$ cat src/rtl/lfsr_gen_pkg.sv
// lfsr_gen_pkg: shared types and constants for the lfsr_gen generator.
//   fsm_e      - control FSM states (IDLE, SKIP)
//   TAPS_W8/16/32 - maximal-length feedback masks for common widths
package lfsr_gen_pkg;

  typedef enum logic {
    IDLE = 1'b0,
    SKIP = 1'b1
  } fsm_e;

  localparam logic [7:0]  TAPS_W8  = 8'hB8;
  localparam logic [15:0] TAPS_W16 = 16'hB400;
  localparam logic [31:0] TAPS_W32 = 32'h80200003;

endpackage

$ cat src/rtl/lfsr_gen_step.sv
// lfsr_step: combinational one-step LFSR next-state function.
//   state_i - current state (WIDTH bits)
//   next_o  - state after one step
// GALOIS=0: Fibonacci, shift left with parity feedback into bit 0.
// GALOIS=1: Galois, shift right and XOR TAPS when the shifted-out bit is 1.
module lfsr_step #(
  parameter int unsigned      WIDTH  = 8,
  parameter logic [WIDTH-1:0] TAPS   = WIDTH'(8'hB8),
  parameter bit               GALOIS = 1'b0
) (
  input  logic [WIDTH-1:0] state_i,
  output logic [WIDTH-1:0] next_o
);

  generate
    if (GALOIS) begin : g_galois
      assign next_o = (state_i >> 1) ^ (state_i[0] ? TAPS : '0);
    end else begin : g_fibonacci
      assign next_o = {state_i[WIDTH-2:0], ^(state_i & TAPS)};
    end
  endgenerate

endmodule

$ cat src/rtl/lfsr_gen.sv
// lfsr_gen: parametrised seedable LFSR with single-step, skip-ahead and
// zero-seed protection.
//   clk, rst_n              - clock, asynchronous active-low reset
//   load_valid, load_seed   - load a seed (highest priority; aborts a skip)
//   step_en                 - advance one step while idle
//   adv_valid, adv_count    - skip-ahead request; adv_ready accepts it
//   adv_done                - pulse with the final state update of a skip
//   busy                    - skip in progress
//   seed_fixed              - pulse: a zero seed was replaced by RESET_SEED
//   lfsr_out                - current state
//   period_wrap, step_count - period tracking, only with LFSR_PERIOD_CNT_EN
//                             defined; tied to 0 otherwise
module lfsr_gen
  import lfsr_gen_pkg::*;
#(
  parameter int unsigned      WIDTH      = 8,
  parameter logic [WIDTH-1:0] TAPS       = WIDTH'(TAPS_W8),
  parameter bit               GALOIS     = 1'b0,
  parameter logic [WIDTH-1:0] RESET_SEED = '1,
  parameter int unsigned      CNT_W      = 16
) (
  input  logic             clk,
  input  logic             rst_n,
  input  logic             load_valid,
  input  logic [WIDTH-1:0] load_seed,
  input  logic             step_en,
  input  logic             adv_valid,
  input  logic [CNT_W-1:0] adv_count,
  output logic             adv_ready,
  output logic             adv_done,
  output logic             busy,
  output logic             seed_fixed,
  output logic [WIDTH-1:0] lfsr_out,
  output logic             period_wrap,
  output logic [WIDTH-1:0] step_count
);

  fsm_e             fsm_q, fsm_d;
  logic [WIDTH-1:0] state_q, state_d;
  logic [CNT_W-1:0] cnt_q, cnt_d;
  logic             done_q, done_d;
  logic             fixed_q, fixed_d;
  logic             do_step;
  logic [WIDTH-1:0] step_nxt;

  lfsr_step #(
    .WIDTH (WIDTH),
    .TAPS  (TAPS),
    .GALOIS(GALOIS)
  ) u_step (
    .state_i(state_q),
    .next_o (step_nxt)
  );

  // State register
  always_ff @(posedge clk or negedge rst_n) begin
    if (!rst_n) begin
      fsm_q   <= IDLE;
      state_q <= RESET_SEED;
      cnt_q   <= '0;
      done_q  <= 1'b0;
      fixed_q <= 1'b0;
    end else begin
      fsm_q   <= fsm_d;
      state_q <= state_d;
      cnt_q   <= cnt_d;
      done_q  <= done_d;
      fixed_q <= fixed_d;
    end
  end

  // Next state: load > skip accept > single step
  always_comb begin
    fsm_d   = fsm_q;
    state_d = state_q;
    cnt_d   = cnt_q;
    done_d  = 1'b0;
    fixed_d = 1'b0;
    do_step = 1'b0;
    if (load_valid) begin
      fsm_d = IDLE;
      if (load_seed == '0) begin
        state_d = RESET_SEED;
        fixed_d = 1'b1;
      end else begin
        state_d = load_seed;
      end
    end else begin
      case (fsm_q)
        IDLE: begin
          if (adv_valid) begin
            // Accept cycle never steps; a zero count completes immediately.
            if (adv_count == '0) begin
              done_d = 1'b1;
            end else begin
              cnt_d = adv_count;
              fsm_d = SKIP;
            end
          end else if (step_en) begin
            do_step = 1'b1;
          end
        end
        SKIP: begin
          do_step = 1'b1;
          cnt_d   = cnt_q - CNT_W'(1);
          if (cnt_q == CNT_W'(1)) begin
            fsm_d  = IDLE;
            done_d = 1'b1;
          end
        end
        default: fsm_d = IDLE;
      endcase
      if (do_step) begin
        state_d = step_nxt;
      end
    end
  end

  assign adv_ready  = (fsm_q == IDLE) && !load_valid;
  assign busy       = (fsm_q == SKIP);
  assign adv_done   = done_q;
  assign seed_fixed = fixed_q;
  assign lfsr_out   = state_q;

`ifdef LFSR_PERIOD_CNT_EN
  logic [WIDTH-1:0] seed_q, seed_d;
  logic [WIDTH-1:0] scnt_q, scnt_d;
  logic             wrap_q, wrap_d;

  // Period tracking registers
  always_ff @(posedge clk or negedge rst_n) begin
    if (!rst_n) begin
      seed_q <= RESET_SEED;
      scnt_q <= '0;
      wrap_q <= 1'b0;
    end else begin
      seed_q <= seed_d;
      scnt_q <= scnt_d;
      wrap_q <= wrap_d;
    end
  end

  // Wrap is detected on the post-step state against the last accepted seed
  always_comb begin
    seed_d = seed_q;
    scnt_d = scnt_q;
    wrap_d = 1'b0;
    if (load_valid) begin
      seed_d = state_d;
      scnt_d = '0;
    end else if (do_step) begin
      if (step_nxt == seed_q) begin
        wrap_d = 1'b1;
        scnt_d = '0;
      end else begin
        scnt_d = scnt_q + WIDTH'(1);
      end
    end
  end

  assign period_wrap = wrap_q;
  assign step_count  = scnt_q;
`else
  assign period_wrap = 1'b0;
  assign step_count  = '0;
`endif

endmodule
$ cat config.mk
export PLATFORM = sky130hd
export DESIGN_NAME = lfsr_gen
export DESIGN_NICKNAME = d
export VERILOG_FILES = /design/src/rtl/lfsr_gen_pkg.sv /design/src/rtl/lfsr_gen_step.sv /design/src/rtl/lfsr_gen.sv
export SDC_FILE = /design/constraint.sdc
export NUM_CORES = 1
export LEC_CHECK = 0
export ABC_AREA = 1
export BUFFER_PORTS_ARGS = -buffer_cell sky130_fd_sc_hd__buf_2
export CAP_MARGIN = 15
export CORE_AREA = 8 8 71 73
export DETAILED_ROUTE_END_ITERATION = 6
export DIE_AREA = 0 0 79 81
export GPL_TIMING_DRIVEN = 0
export PLACE_DENSITY = 0.8
export SLEW_MARGIN = 20
export SYNTH_ARGS = -nofsm -noshare
export SYNTH_HDL_FRONTEND = slang
export SYNTH_HIERARCHICAL = 1
export SYNTH_SLANG_ARGS = --single-unit
export TNS_END_PERCENT = 100
$ cat constraint.sdc
create_clock -name clk -period 1.9 [get_ports clk]
set_clock_uncertainty 0.2 [all_clocks]
set_input_delay 0.095 -clock clk [delete_from_list [all_inputs] [get_ports clk]]
set_output_delay 0.095 -clock clk [all_outputs]
set_load 0.1 [all_outputs]
# Yosys cells after proc, flatten, opt, wreduce, memory -nomap -nowiden
# Cells that the tools add are included.
# totals
ff_bits	27
latch_bits	0
mem_bits_rw	0
romBits	0
wordCells	40
n_memories	0
# classes
add_sub_neg	1
multipliers	0
div_mod_pow	0
magnitude_cmp	0
eq_ne	3
shift	0
muxes	22
bitwise	2
n_reduce_logical	7
# op_table
op	n
$mux 16	2
$pmux 16 s2	1
$mux 8	3
$eq 16x1->1 const B	1
$logic_not 16->1	1
$sub 16x1->16 const B	1
$mux 1	13
$logic_not 8->1	1
$reduce_xor 8->1	1
$pmux 1 s2	3
$ne 2x2->1 const B	2
$reduce_and 3->1	1
$not 1->1	2
$reduce_bool 2->1	1
$logic_and 1x1->1	1
$logic_not 1->1	1

# Longest topological paths before layout
# logic_depth
depth_word	6
mapped_depth	10
depth_no_buf	10

# By module
# The synthesis kept the hierarchy.
# modules_own_cells
mod	instances	cells_per_inst	area_each_um2	seq_area_each_um2
lfsr_gen	1	299	1943.1	685.7
lfsr_step	1	22	116.4	0.0

# Least setup slack after synthesis
# Ideal clock, no wire load.
# synth_path
kind	reg-to-reg
startpoint	reg fsm_q (netlist: busy)
endpoint	reg state_q[0] (netlist: lfsr_out[0])
setup_time_ps	77
arrival_time_ps	3121
t_required_ps	1623
slack_ps	-1499
path_stages_with_launch	6
n_path_buf	2
synth_period_minus_slack_ps	3399
path_cell_list	dfrtp_1 > buf_6 > nor2_1 > o21ai_1 > buf_2 > a31oi_1
# synth_via
elab_chain_len	4
# synth_lines
element	line	text
from (decl)	lfsr_gen.sv:38	fsm_e fsm_q, fsm_d;
from (signal assigned)	lfsr_gen.sv:64	fsm_q <= fsm_d;
$not 1->1	--	
$pmux 1 s2 (*)	lfsr_gen.sv:89	case (fsm_q)
$mux 1 (*)	lfsr_gen.sv:80	if (load_valid) begin
$reduce_bool 2->1 (no line) (*)	--	
to (signal assigned)	lfsr_gen.sv:65	state_q <= state_d;
to (decl)	lfsr_gen.sv:39	logic [WIDTH-1:0] state_q, state_d;
# Every way passes the cells marked *; elsewhere a longest branch is shown, timed or not. The select of a mux whose other input is x is not followed.
# A chain may end at the register's enable or synchronous reset.

# Worst setup path after layout
# layout_path
startpoint	reg fsm_q (netlist: busy)
endpoint	reg cnt_q[11]
# layout_via
elab_chain_len	3
elab_cells_between_ends	5
cone_classes	eq/ne: 2; mux: 1; bitwise: 1; reduce/logical: 1
# layout_lines
element	line	text
$not 1->1	--	
$ne 2x2->1 (no line)	--	
$reduce_and 3->1 (no line)	--	
to (signal assigned)	lfsr_gen.sv:66	cnt_q <= cnt_d;
to (decl)	lfsr_gen.sv:40	logic [CNT_W-1:0] cnt_q, cnt_d;
# Parallel ways exist; a longest one is shown, timed or not.

==> impl_metrics.json <==
{
  "routed_wl_um": 5724,
  "coreArea_sq_um": 3914,
  "crit_buf_inv": 2,
  "crit_chain": "or2_4, nor2_4, nand3_4, nand2_4, inv_4, buf_6, nand2_1, nand2_1",
  "ioPinCount": 50,
  "ff_latch_area_sq_um": 689.4,
  "final_common_cell": "nand2_1",
  "grt_overflow_total": 0,
  "grt_pass1_vias": 2073,
  "die_w_um": 79,
  "synth-seq-area-share": 0.3329,
  "final_core_util": 0.6816,
  "hold-worst-slack_ns": 0.01439,
  "min_period_over_period": 0.9651,
  "status": "finished, final reports clean",
  "drtAntennaViolNets": 0,
  "ir_drop_mv": 0.3951,
  "worst_ep_required_time_ns": 1.88,
  "r2r_slack_ns": 0.07,
  "power.share.clock": 0.164,
  "drt-pass1-iter-count": 4,
  "dieHeight_um": 81,
  "drc": 0,
  "synthToLayoutAreaGrowth_pct": 29.53,
  "wire_per_inst_um": 12.81,
  "yosys_warnings": 6,
  "rows": 23,
  "clockBufferDepth": 2,
  "postSynthAreaPerCell_sq_um": 6.416,
  "worstPathMaxFanout": 10,
  "maxSlewHeadroom": 0.5981,
  "path_depth": 8,
  "antenna_found_initial": 1,
  "synthesis.area_sq_um": 2059,
  "r2r-end": "cnt_q[11]",
  "min_delay_worst_endpoint": "adv_done",
  "swShare": 0.4586,
  "final_cell_mix": "93 x nand2_1, 71 x nor2_1, 40 x buf_2, 24 x inv_1, 22 x dlygate4sd3_1",
  "hp-class": "in2reg",
  "fin_nets": 428,
  "grt_max_degree": 28,
  "cp-start-kind": "register",
  "place_congestion": 0.9177,
  "crit_family": "simple AND/OR/NAND/NOR gates",
  "ys_types": 33,
  "slew_violations": 0,
  "insertion_delay_ns": 0.28,
  "dpl.hpwl_um": 4139,
  "cts_buffers": 3,
  "drv_cap": 0,
  "synth_edf_count": 0,
  "cts_tree": "done",
  "clockRootBuffer": "clkbuf_8",
  "worstHoldStart": "adv_count[14]",
  "drt_iter0_markers": 81,
  "internal-power_mw": 1.118,
  "arrival_ns": 1.81,
  "fillerInstances": 360,
  "clk_pin_slew_ns": 0.10,
  "drive_above_1_share": 0.2449,
  "r2r-start": "busy",
  "dr_total_vias": 2204,
  "ys.flop_type": "dfrtp_1",
  "slowest_stage": "dfrtp_4",
  "port_buffers": 40,
  "p_per_area_nw_per_um2": 774.2,
  "timing.final.hold_violations": 0,
  "grt_pass1_wl_um": 9432,
  "synthArstFlopShare": 1.000,
  "grt_usage": 0.1812,
  "worst_slew_pin_slew_ns": 0.6028,
  "power.share.combinational": 0.454,
  "slowest_delay_ns": 0.56,
  "crit_path_frequent_cell": "nand2_1",
  "synthCells": 321,
  "power.switching_mw": 0.9471,
  "rsz0062_at_grt": "true",
  "clkSinkCount": 27,
  "multi_input_area_sq_um": 1150,
  "fin_crit_ns": 1.834,
  "dieArea_sq_um": 6399,
  "fmax_mhz": 545.3,
  "critPathKind": "reg2reg",
  "setup_viol": 0,
  "cts.htree.levels": 1,
  "synth-seq-cells": 27,
  "viasPerCell": 4.931,
  "start_util": 0.5262,
  "end_kind": "register",
  "p_leak_nw": 1.372,
  "r2r_cells": 8,
  "p_seq_frac": 0.382,
  "hold_depth": 5
}
-- what timing repair did --
item | 4_1_cts | 5_1_grt
setup buffers | 1 | 1
hold buffers | 20 | 2
resized for setup | 1 | 7
pin swaps | 0 | 1
setup endpoints to repair | 4 | 14
hold endpoints to repair | 37 | 1
-- layer usage --
metal,wire (um),track usage,part of all wire
met1,2411,0.2156,0.42
met2,2625,0.2983,0.46
met3,453,0.04084,0.079
met4,234,0.1000,0.041
met5,0,0,0
-- power groups by stage --
| stage | Sequential (mW) | Clock [mW] | Combinational, mW |
|---|---|---|---|
| 2_1_floorplan | 0.981 | 0 | 0.521 |
| 4_1_cts | 0.781 | 0.344 | 0.930 |
| 6_report | 0.789 | 0.339 | 0.937 |
| 3_5_place_dp | 0.789 | 0 | 0.894 |
| 5_1_grt | 0.802 | 0.364 | 1.03 |
| 3_3_place_gp | 0.788 | 0 | 0.883 |
-- cells in the mapped netlist (2+ instances only) --
cell type	instances	area (sq um)
o21ai_0	16	80.08
nand3b_1	3	22.52
a21oi_1	5	25.02
nand3_1	20	100.1
nor3_1	2	10.01
nand4_1	3	18.77
dfrtp_1	19	475.5
inv_1	26	97.59
nand2_1	93	349.1
a31oi_1	5	31.28
ha_1	2	25.02
nor2_1	74	277.8
dfstp_2	8	210.2
buf_6	3	33.78
o21ai_2	5	43.79
buf_4	16	120.1
inv_2	2	7.510
clkbuf_1	4	15.01
-- state kept, by name, indices dropped and copies added (netlist names) --
| name | cells |
|---|---|
| seed_fixed | 1 |
| cnt_q | 16 |
| busy | 1 |
| adv_done | 1 |
| lfsr_out | 8 |
-- worst register-to-register path, delay by kind of cell, from the launching register on --
kind                   cells  cell delay, ns
and+or+nand+nor            6            0.75
buffers and inverters      2            0.22
DFF                        1            0.56
-- logic make-up (layout without fill, tap and decap cells) --
logic type      count (synthesis)  after routing  share of synthesized area
other cells                     1             10                   0.001821
simple gates                  203            203                     0.4137
buf+inv                        53            120                     0.1385
compound gates                 34             34                    0.09660
xor+xnor                        1              1                   0.004254
fa+ha+maj                       2              2                    0.01215
flops                          27             27                     0.3329
-- how the worst max path moves through the flow --
stage                        start           to
final                         busy    cnt_q[11]
after floorplan               busy  lfsr_out[0]
after detailed placement      busy    cnt_q[11]
after CTS                     busy    cnt_q[11]
after global routing          busy    cnt_q[11]
after global placement    cnt_q[0]    cnt_q[12]
-- through the flow --
step	std cells	setup TNS (ns)	total power [mW]	instance area (sq um)	setup WS (ns)
5_1_grt	447	-0.007302	2.192	2668	-0.007302
3_3_place_gp	419	0	1.671	2381	0.02720
4_1_cts	444	-0.009037	2.055	2638	-0.009037
6_report	447	0	2.065	2668	0.06629
2_1_floorplan	329	-1.389	1.502	2118	-0.1632
3_5_place_dp	419	-0.009314	1.683	2381	-0.007749
-- final cells by class --
class / count / share of cell area
Multi-Input combinational cell: 249 / 0.4310
Sequential cell: 27 / 0.2584
Timing Repair Buffer: 64 / 0.1632
Buffer: 23 / 0.06379
Inverter: 29 / 0.04174
Tap cell: 50 / 0.02345
Clock buffer: 3 / 0.01548
Clock inverter: 1 / 0.001876
Antenna cell: 1 / 0.0009381
Power figures use the tool's default switching activity.
